### config.mk
export PLATFORM = sky130hd
export DESIGN_NAME = rx_update_dispatcher
export DESIGN_NICKNAME = d
export VERILOG_FILES = /design/src/rtl/rx_update_dispatcher.sv
export SDC_FILE = /design/constraint.sdc
export NUM_CORES = 1
export LEC_CHECK = 0
export ABC_AREA = 1
export BUFFER_PORTS_ARGS = -buffer_cell sky130_fd_sc_hd__buf_2
export CAP_MARGIN = 0
export CORE_AREA = 2 2 172 174
export DETAILED_ROUTE_END_ITERATION = 10
export DIE_AREA = 0 0 174 176
export HOLD_SLACK_MARGIN = 0.03
export SETUP_SLACK_MARGIN = 0.05
export SYNTH_ARGS = -nofsm -noshare
export SYNTH_HDL_FRONTEND = slang
export SYNTH_SLANG_ARGS = --single-unit
### constraint.sdc
create_clock -name clk -period 5.9 [get_ports clk]
set_input_delay 0.295 -clock clk [delete_from_list [all_inputs] [get_ports clk]]
set_output_delay 0.295 -clock clk [all_outputs]
set_load 0.01 [all_outputs]
### src/rtl/rx_update_dispatcher.sv
// Drains worker receive FIFOs round-robin and forwards each {key,val} update
// word to the compute-unit FIFO selected by the key bits above the worker field.
module rx_update_dispatcher #(
  parameter int MAX_NUM_PROCS   = 8,
  parameter int DATA_WIDTH      = 32,
  parameter int MAX_NUM_WORKERS = 4
) (
  input  logic                         clk,
  input  logic                         reset,
  input  logic [2*DATA_WIDTH-1:0]      rx_ext_update_q [MAX_NUM_WORKERS],
  input  logic [MAX_NUM_WORKERS-1:0]   rx_ext_update_empty,
  output logic [MAX_NUM_WORKERS-1:0]   rx_ext_update_rdreq,
  output logic [2*DATA_WIDTH-1:0]      pe_fifo_data,
  output logic [MAX_NUM_PROCS-1:0]     pe_fifo_wrreq,
  input  logic [MAX_NUM_PROCS-1:0]     pe_fifo_full,
  input  logic [31:0]                  log_2_num_workers_in,
  input  logic [31:0]                  log_2_num_procs_in,
  output logic [31:0]                  update_count
);

  localparam int WW = (MAX_NUM_WORKERS > 1) ? $clog2(MAX_NUM_WORKERS) : 1;
  localparam int PW = (MAX_NUM_PROCS > 1) ? $clog2(MAX_NUM_PROCS) : 1;

  typedef enum logic [1:0] {
    IDLE,
    READ_KEYVAL,
    FINISH_READ,
    WRITE_KEYVAL
  } state_e;

  state_e                       state_q, state_d;
  logic [WW-1:0]                cur_worker_q, cur_worker_d;
  logic [WW-1:0]                next_worker;
  logic [DATA_WIDTH-1:0]        key_q, key_d;
  logic [DATA_WIDTH-1:0]        val_q, val_d;
  logic [MAX_NUM_WORKERS-1:0]   rdreq_q, rdreq_d;
  logic [MAX_NUM_PROCS-1:0]     wrreq_q, wrreq_d;
  logic [31:0]                  count_q, count_d;
  logic [31:0]                  worker_lim;
  logic [PW-1:0]                tgt_pe;
  logic [2*DATA_WIDTH-1:0]      rd_word;

  assign rd_word = rx_ext_update_q[cur_worker_q];

  // Last polled worker is the smaller of the configured and the physical count.
  always_comb begin
    worker_lim = 32'(MAX_NUM_WORKERS - 1);
    if ((log_2_num_workers_in < 32'd31) &&
        (((32'd1 << log_2_num_workers_in) - 32'd1) < worker_lim)) begin
      worker_lim = (32'd1 << log_2_num_workers_in) - 32'd1;
    end
  end

  // >= rather than == so a live reconfiguration can never strand the pointer.
  assign next_worker = (32'(cur_worker_q) >= worker_lim) ? '0 : cur_worker_q + WW'(1);

  assign tgt_pe = PW'((key_q >> log_2_num_workers_in) &
                      ~({DATA_WIDTH{1'b1}} << log_2_num_procs_in));

  always_comb begin
    state_d      = state_q;
    cur_worker_d = cur_worker_q;
    key_d        = key_q;
    val_d        = val_q;
    rdreq_d      = '0;
    wrreq_d      = '0;
    count_d      = count_q;
    case (state_q)
      IDLE: begin
        if (!rx_ext_update_empty[cur_worker_q]) begin
          rdreq_d[cur_worker_q] = 1'b1;
          state_d               = READ_KEYVAL;
        end else begin
          cur_worker_d = next_worker;
        end
      end
      READ_KEYVAL: begin
        state_d = FINISH_READ;
      end
      FINISH_READ: begin
        key_d   = rd_word[2*DATA_WIDTH-1:DATA_WIDTH];
        val_d   = rd_word[DATA_WIDTH-1:0];
        state_d = WRITE_KEYVAL;
      end
      WRITE_KEYVAL: begin
        if (!pe_fifo_full[tgt_pe]) begin
          wrreq_d[tgt_pe] = 1'b1;
          count_d         = count_q + 32'd1;
          cur_worker_d    = next_worker;
          state_d         = IDLE;
        end
      end
      default: begin
        state_d = IDLE;
      end
    endcase
  end

  always_ff @(posedge clk or negedge reset) begin
    if (!reset) begin
      state_q      <= IDLE;
      cur_worker_q <= '0;
      key_q        <= '0;
      val_q        <= '0;
      rdreq_q      <= '0;
      wrreq_q      <= '0;
      count_q      <= '0;
    end else begin
      state_q      <= state_d;
      cur_worker_q <= cur_worker_d;
      key_q        <= key_d;
      val_q        <= val_d;
      rdreq_q      <= rdreq_d;
      wrreq_q      <= wrreq_d;
      count_q      <= count_d;
    end
  end

  assign rx_ext_update_rdreq = rdreq_q;
  assign pe_fifo_wrreq       = wrreq_q;
  assign pe_fifo_data        = {key_q, val_q};
  assign update_count        = count_q;

endmodule
==> flow_summary.toml <==
[final_layout]
num-nets-final = 2028
layout-drive-gt1-share_pct = 28.9
design_area_mm2 = 0.0110
area_growth_pct = 32.9

[grt]
grt_pass1_vias = 9777
grt_overflow_total = 0
grt_use_total_pct = 22.0
grt_start_max_net_pins = 116
antenna_found_initial = 19
grt_pass1_wl_um = 53200

[synthesis]
yosysTopAreaCell = "dfrtp_1"
synth_edf_count = 0
syn_nets = 1650
syn_avg_cell_area_um2 = 6.37
synth_top_area_share_pct = 33.8
synth-seq-cells = 112
ys_seq_area_share_pct = 33.8
synthesis.area_mm2 = 0.00830
synthFlopType = "dfrtp_1"
netlist_instances = 1304
synth.distinct_cells = 38
yosysMostFrequentCell = "nor2_1"
ys_async_sr_fraction_pct = 100
synth_common_cells = "nor2_1, nand2_1, o21ai_0"
yosysWarningCount = 0
synthTopCellsByArea = "dfrtp_1, nor2_1, nand2_1"

[worst_setup_path]
startpoint = "log_2_num_workers_in[14]"
crit_top_cell = "nand2_1"
start_kind = "primary input"
cpPeakStageDelay_ns = 0.82
cp_data_required_time_ns = 6.14
worstSetupEndpointType = "flop"
crit_fanout = 56
cp.arrival_ns = 3.67
rr_startpoint = "cur_worker_q[0]$_DFFE_PN0P_"
path_class = "primary input to flop"
cp_cell_sequence = "buf_2 > or2_1 > nor2_2 > nand2_1 > nor2_4 > nand2_1 > inv_2 > nand2_1 > nand3_1 > nand3_1 > nand2_1 > inv_1 > nand2_1 > nand3_2 > nand2_1 > nand2_1 > nand2_1 > nand2_1 > nand2_1 > nand2_2 > inv_4 > nand2_8 > nand2_1 > nand2_1"
cp_slowest_cell = "nor2_4"

[drt]
drt-total-wl_um = 34300
wl_per_cell_um = 16.4
avgViaCountPerCell = 4.83
drc = 0
drtAntennaViolNets = 0
dr.first_iter.drc_count = 605
drtPass1Iterations = 5
via_count = 10100

[floorplanning]
io_pins = 442
die-area_mm2 = 0.0306
die_y_um = 176
placeableCoreArea_mm2 = 0.0285
initial_core_util_pct = 29.1
rows = 62
dieWidth_um = 174

[min_path]
hp-class = "primary input to asynchronous set/reset pin"

[placed_design]
hpwl_um = 26700
port_buffers = 441
gp_congestion = 0.898
placed_cell_area_mm2 = 0.0107

[timing]
rsz0062_at_grt = "false"
hold_viol_final = 0
final.period_utilization_pct = 58.0
fmax_mhz = 292
worst_pin_slew_ns = 1.14
setup_tns_ns = 0
drv_slew = 0
post-route-min-period_ns = 3.42
relSlewSlack_pct = 24.2
fin_skew_ns = 0.0135
setup_viol = 0

[clocking]
ctsResizeCount = 0
hold_buffers = 0
cts_tree = "yes"
clk_latency_ns = 0.36
cts_buffers = 9
postCtsSetupRepairBufs = 0
cts_sinks = 112
clk_pin_slew_worst_paths_ns = 0.09
ctsLongestPathBuffers = 2
cts-root-buf = "clkbuf_16"
h-tree-depth = 3

[pwr]
leakagePower_nw = 5.56
p_per_area_mw_per_mm2 = 375
vdd_drop_max_v = 0.000221

[job]
maxCapViolations = 0

[run_status]
outcome = "finished, final reports clean"
[sequential cells by signal, indices dropped and copies added (netlist names)]
name and count:
cur_worker_q 2, key_q 32, pe_fifo_wrreq 8, rx_ext_update_rdreq 4, state_q 2, update_count 32, val_q 32
[cell families (layout without fill, tap and decap cells)]
kind of cell / Yosys count / after routing / share of synthesized area [%]
compound gates: 225 / 225 / 14.7
xor+xnor: 31 / 31 / 3.27
fa+ha+maj: 12 / 12 / 1.81
buf+inv: 145 / 528 / 7.46
flops: 112 / 112 / 33.8
other cells: 0 / 12 / 0
simple gates: 779 / 779 / 39.0
[worst paths after layout]
kind / end / slack [ns] / cells past startpoint
max: update_count[1]$_DFFE_PN0P_ / 2.48 / 24
min: update_count[16]$_DFFE_PN0P_ / 0.07 / 1
max reg2reg: cur_worker_q[1]$_DFFE_PN0P_ / 3.16 / 8
min reg2reg: state_q[0]$_DFFE_PN0P_ / 0.51 / 2
max in group asynchronous: cur_worker_q[0]$_DFFE_PN0P_ / 4.66 / 2
min in group clk: val_q[11]$_DFFE_PN0P_ / 0.22 / 3
[where the power goes]
part / internal, mW / switching (mW)
clock: 0.340 / 0.321
combinational: 0.748 / 1.37
sequential: 1.03 / 0.335
total: 2.11 / 2.03
[routing by layer]
metal,share of wire (%),GRT usage (%)
met4,2.7,7.81
met5,0.33,0
met1,43,27.5
met3,8.0,6.50
met2,46,36.2
[through the flow]
stage | setup slack [ns] | util [%] | power, mW | hold slack [ns] | cells
global route | 2.05 | 38.6 | 4.52 | 0.152 | 2077
CTS | 2.55 | 38.6 | 4.20 | 0.136 | 2071
detailed placement | 2.16 | 37.5 | 3.53 | 0.491 | 2055
global placement | 2.22 | 37.5 | 3.51 | 0.495 | 2055
finish | 2.48 | 38.7 | 4.14 | 0.0716 | 2083
floorplan | 3.21 | - | 2.64 | -0.000591 | 1304
[final cells by class]
cell class | count | area, µm²
repair buffers | 449 | 2270
clock inverters | 7 | 86.3
well taps | 384 | 480
multi-input cells | 1047 | 4900
diodes | 12 | 30.0
flip-flops and latches | 112 | 2810
fillers | 3174 | 17500
clock buffers | 9 | 225
inverters | 63 | 240
[cells in the final DEF, fill, tap and decap left out, types with 16 or more instances in the layout]
cell	count
a31oi_1	57
nand2_1	221
nor2_1	371
dfrtp_1	110
nor3_1	16
nand3_1	127
xor2_1	22
buf_2	440
o21ai_0	143
inv_1	56
[worst max-delay path: cells and delay by family]
family | cells | cell delay (ns)
buffers and inverters | 4 | 0.60
and+or+nand+nor | 20 | 2.74
No activity file was read; power rests on OpenSTA's default activity.
